$ cat config.mk
export PLATFORM = sky130hd
export DESIGN_NAME = rom_loader
export DESIGN_NICKNAME = d
export VERILOG_FILES = /design/src/rtl/rom_loader_pkg.sv /design/src/rtl/rom_loader_byte_packer.sv /design/src/rtl/rom_loader.sv
export SDC_FILE = /design/constraint.sdc
export NUM_CORES = 1
export LEC_CHECK = 0
export ABC_CLOCK_PERIOD_IN_PS = 4200
export CORE_MARGIN = 2
export CORE_UTILIZATION = 40
export DETAILED_ROUTE_END_ITERATION = 16
export GPL_TIMING_DRIVEN = 0
export HOLD_SLACK_MARGIN = 0.02
export SLEW_MARGIN = 0
export SYNTH_ARGS = -nofsm -noshare
export SYNTH_HDL_FRONTEND = slang
export SYNTH_HIERARCHICAL = 1
export SYNTH_SLANG_ARGS = --single-unit
$ cat constraint.sdc
create_clock -name clk -period 4.2 [get_ports clk]
set_input_delay 0.42 -clock clk [delete_from_list [all_inputs] [get_ports clk]]
set_output_delay 0.42 -clock clk [all_outputs]
set_load 0.01 [all_outputs]
$ cat src/rtl/rom_loader_pkg.sv
// Shared types for the boot-time code loader.
// Word type, loader states and word-address helper.
package rom_loader_pkg;

  typedef logic [31:0] word_t;

  typedef enum logic [2:0] {
    S_IDLE,
    S_LEN,
    S_DATA,
    S_SUM,
    S_DONE,
    S_ERROR
  } loader_state_t;

  function automatic logic [29:0] word_addr(
    input logic [31:0] byte_addr
  );
    return byte_addr[31:2];
  endfunction

endpackage

$ cat src/rtl/rom_loader_byte_packer.sv
// Little-endian byte-to-word packer.
// Shifts bytes in LSB-first, flags the 4th byte of a word.
module byte_packer
  import rom_loader_pkg::*;
(
  input  logic       clk,
  input  logic       reset_n,
  input  logic       clear,
  input  logic       shift,
  input  logic [7:0] data,
  output word_t      word,
  output logic       full
);

  word_t      sr;
  logic [1:0] cnt;

  always_ff @(posedge clk or negedge reset_n) begin
    if (!reset_n) begin
      sr  <= '0;
      cnt <= '0;
    end else if (clear) begin
      sr  <= '0;
      cnt <= '0;
    end else if (shift) begin
      sr  <= {data, sr[31:8]};
      cnt <= cnt + 2'd1;
    end
  end

  // Word is valid combinationally in the cycle its last byte is taken.
  assign word = {data, sr[31:8]};
  assign full = shift && (cnt == 2'd3);

endmodule

$ cat src/rtl/rom_loader.sv
// Streams a length-prefixed, checksummed image into code memory.
// Holds the core in reset until a load completes successfully.
module rom_loader
  import rom_loader_pkg::*;
#(
  parameter int ADDRESS_BITS = 16,
  parameter int BASE_ADDRESS = 0
) (
  input  logic                    clk,
  input  logic                    reset_n,
  input  logic                    start,
  input  logic                    in_valid,
  input  logic [7:0]              in_data,
  output logic                    in_ready,
  output logic                    wr_en,
  output logic [ADDRESS_BITS-1:0] wr_address,
  output word_t                   wr_data,
  output logic                    busy,
  output logic                    done,
  output logic                    error,
  output logic                    cpu_hold
);

  localparam int IW = ADDRESS_BITS - 2;
  localparam logic [32:0] CAP = 33'(1) << IW;
  localparam logic [IW-1:0] BASE_W =
    IW'(word_addr(32'(BASE_ADDRESS)));

  loader_state_t state, state_n;

  logic [31:0]   n_q;
  logic [IW-1:0] idx;
  logic [7:0]    sum_q;
  logic [7:0]    sum_n;
  logic          accept;
  logic          clear;
  logic          pk_shift;
  logic          pk_full;
  word_t         pk_word;
  logic          wr_fire;
  logic          last_word;
  logic          idle_like;

  always_comb begin
    in_ready  = 1'b0;
    idle_like = 1'b0;
    unique case (state)
      S_LEN,
      S_DATA,
      S_SUM:   in_ready  = 1'b1;
      default: idle_like = 1'b1;
    endcase
  end

  assign accept    = in_valid && in_ready;
  assign clear     = start && idle_like;
  assign pk_shift  = accept && (state != S_SUM);
  assign sum_n     = sum_q + in_data;
  assign wr_fire   = (state == S_DATA) && pk_full;
  assign last_word = (32'(idx) + 32'd1) == n_q;

  byte_packer u_packer (
    .clk     (clk),
    .reset_n (reset_n),
    .clear   (clear),
    .shift   (pk_shift),
    .data    (in_data),
    .word    (pk_word),
    .full    (pk_full)
  );

  always_comb begin
    state_n = state;
    unique case (state)
      S_IDLE,
      S_DONE,
      S_ERROR: if (start) state_n = S_LEN;
      S_LEN: begin
        if (pk_full) begin
          if ({1'b0, pk_word} > CAP)
            state_n = S_ERROR;
          else if (pk_word == '0)
            state_n = S_SUM;
          else
            state_n = S_DATA;
        end
      end
      S_DATA: if (pk_full && last_word) state_n = S_SUM;
      S_SUM: begin
        if (accept)
          state_n = (sum_n == 8'd0) ? S_DONE : S_ERROR;
      end
      default: state_n = S_IDLE;
    endcase
  end

  always_ff @(posedge clk or negedge reset_n) begin
    if (!reset_n)
      state <= S_IDLE;
    else
      state <= state_n;
  end

  always_ff @(posedge clk or negedge reset_n) begin
    if (!reset_n) begin
      n_q   <= '0;
      idx   <= '0;
      sum_q <= '0;
    end else begin
      if (clear) begin
        idx   <= '0;
        sum_q <= '0;
      end else begin
        if (accept)
          sum_q <= sum_n;
        if (wr_fire)
          idx <= idx + 1'b1;
      end
      if (state == S_LEN && pk_full)
        n_q <= pk_word;
    end
  end

  // Write port registered so wr_en lands one cycle after the 4th byte.
  always_ff @(posedge clk or negedge reset_n) begin
    if (!reset_n) begin
      wr_en      <= 1'b0;
      wr_address <= '0;
      wr_data    <= '0;
    end else begin
      wr_en <= wr_fire;
      if (wr_fire) begin
        wr_address <= {BASE_W + idx, 2'b00};
        wr_data    <= pk_word;
      end
    end
  end

  assign busy     = in_ready;
  assign done     = (state == S_DONE);
  assign error    = (state == S_ERROR);
  assign cpu_hold = busy | ~done;

endmodule
==> results.toml <==
[timing]
fin_tns_setup_ps = 0
maxSlewViolCount = 0
grt_setup_unrepaired = "false"
min_period_ps = 3480
relSlewSlack_pct = 22.2
fin_crit_sh_pct = 82.9
setup_violations = 0
whs_ps = 469
max_freq_mhz = 287
report.final.hold_viol_count = 0
skew_ps = 7.01
fin_ws_ps = 718
tightest_slew_ps = 1160

[global_routing]
grt_max_degree = 93
grt_pass1_vias = 4808
grtUsageTotal_pct = 19.5
grt_antenna_before_repair = 0
gr-total-overflow = 0
grt_pass1_wl_mm = 25.0

[setup_path]
r2r_slack_ps = 720
crit_path_start_kind = "flip-flop"
crit_type = "flip-flop to flip-flop"
worstPathRequired_ps = 4530
crit_fanout = 10
critical_path_arrival_ps = 3810
end_kind = "flip-flop"

[synth]
netlist_instances = 614
synth.ff_latch_count = 130
netlist_area_sq_um = 6200
async_flop_share_pct = 100
avgSynthCellArea_sq_um = 10.1
synth-simple-area-share_pct = 18.8
synth_edf_count = 0
synthFlopType = "dfrtp_1"
synth_compound_area_share_pct = 7.53
ys_types = 53
ys_seq_area_share_pct = 52.5
synth_top_family_by_area = "simple AND/OR/NAND/NOR gates"
yosysWarnings = 6
synth_xor_area_share_pct = 3.96
synth_fa_ha_area_share_pct = 2.14
synth_top_area_cell = "dfrtp_1"
synth_area_leaders = "dfrtp_1 (52%), nand2_1 (9.4%), mux2_2 (6.0%)"
muxShareOfSynthArea_pct = 10.4
synth_top_area_share_pct = 52.5

[layout]
syn_to_final_growth_pct = 25.2
final_area_sq_um = 7760
layout_common_cells = "nand2_1 (156), dfrtp_1 (130), clkdlybuf4s50_1 (62)"
nets = 721
antenna_cells = 0
final_util_pct = 51.2
fin_cells = 900
mostFrequentLayoutCell = "nand2_1"
drive_gt1_share_pct = 13.9

[placement]
post-dp-hpwl_mm = 10.7
portBuffers = 63
dp_cells = 867
pre_cts_ws_ps = 423
placed_area_sq_um = 7100
place_congestion = 0.849

[detailed_routing]
first_pass_iters = 4
wl_met1_mm = 6.93
met3_length_um = 612
drt_iter0_markers = 360
drt-total-wl_mm = 15.1
routed-wl-met2_mm = 7.20
antenna_left = 0
via_per_inst = 5.27
highest_layer = "met4"
wl_per_cell_um = 16.7
num_vias = 4743
drc = 0

[die]
pin_count = 66
die_y_um = 128
fp-row-count = 45
start_util_pct = 40.9
core_sq_um = 15100
die-width_um = 128
dieArea_sq_um = 16500

[power]
p_total_mw = 4.47
clockPowerShare_pct = 36.3
pwr-share-seq_pct = 39.7
p_leak_nw = 3.79
switching_share_pct = 30.4
p_int_mw = 3.11
p_comb_share_pct = 23.9
vdd_ir_drop_max_mv = 0.420
p_per_area_nw_per_um2 = 576
power.switching_mw = 1.36

[clocking]
clock_latency_ps = 420
cts_tree = "built"
numClockSinks = 130
postCtsSetupBuffers = 0
cts_htree_levels = 4
cts_resized = 0
cts_buffers = 17
clk_pin_slew_ps = 50
ctsRootBufferMaster = "clkbuf_16"
clock_path_buffers = 2
ctsHoldBuffers = 1

[flow_run]
cap_violations = 0

[outcome]
status = "complete, no violations"

[hold_path]
hold_path.class = "flip-flop to flip-flop"
## logic make-up (layout without fill, tap and decap cells)
family,Yosys count,count (layout)
flip-flops,130,130
XOR/XNOR,28,28
buffers and inverters,49,146
adder cells (fa/ha/maj),10,10
other,1,2
multiplexers,60,60
AO/OA/AOI/OAI,71,71
AND/OR/NAND/NOR,265,265
## cell type report
type,count,area [sq um]
Fill cell,1356,7380
Multi-Input combinational cell,436,2660
Inverter,5,18.8
Sequential cell,130,3250
Tap cell,188,235
Timing Repair Buffer,65,669
Buffer,44,270
Clock inverter,10,179
Clock buffer,22,474
## critical path: stages, from the launching register on
cell       delay (ps)
dfrtp_1           310
clkbuf_1          300
xnor2_1           120
nor3_1            190
buf_6             220
buf_12            160
and2_1            260
or4b_1            480
nor4_1            370
o2111ai_1         160
a2111oi_0         330
nand4_1           230
a211oi_2          260
## flip-flops by register name, summed over array words and instances (netlist names)
name,flops
u_packer/cnt,2
sum_q,8
wr_data,32
idx,14
u_packer/sr,24
wr_en,1
n_q,32
state,3
wr_address,14
## cells in the mapped netlist (all sizes together), types with 2 or more instances
cell type    n
a211oi       4
or3          2
a21oi       12
mux2        33
nor3b        3
o31ai        6
or4          2
o21ai       23
a22o         8
dfrtp      130
ha           9
and3b        2
clkbuf      12
xnor2       20
a21o         2
nor4        12
o21a         3
xor2         8
and4         4
nor3         6
nand3        8
nand2b       4
buf         32
nand4        4
mux2i       27
nor2b        3
a31oi        5
inv          5
nand2      156
nor2        46
and3         6
and2         5
## power by group through the flow
stage	logic, mW	registers [mW]	clock network (mW)
2_1_floorplan	0.808	1.67	0
3_3_place_gp	1.03	1.79	0
3_5_place_dp	1.06	1.79	0
4_1_cts	1.07	1.78	1.65
5_1_grt	1.18	1.81	1.71
6_report	1.07	1.78	1.63
## path summary, 6_finish.rpt
path,from,end,cells after the start
hold reg to reg,wr_address[10],wr_address[10],2
setup reg to reg,state[0],state[0],12
max in group asynchronous,reset_n,n_q[18],3
min in group asynchronous,reset_n,wr_address[10],2
hold / removal,wr_address[10],wr_address[10],2
setup / recovery,state[0],state[0],12
## metal layers
metal,GRT usage [%],vias to the layer above
met2,30.7,108
met5,0,-
met4,7.74,0
met1,25.9,2351
met3,5.11,26
li1,-,2258
No activity file was read; power rests on OpenSTA's default activity.
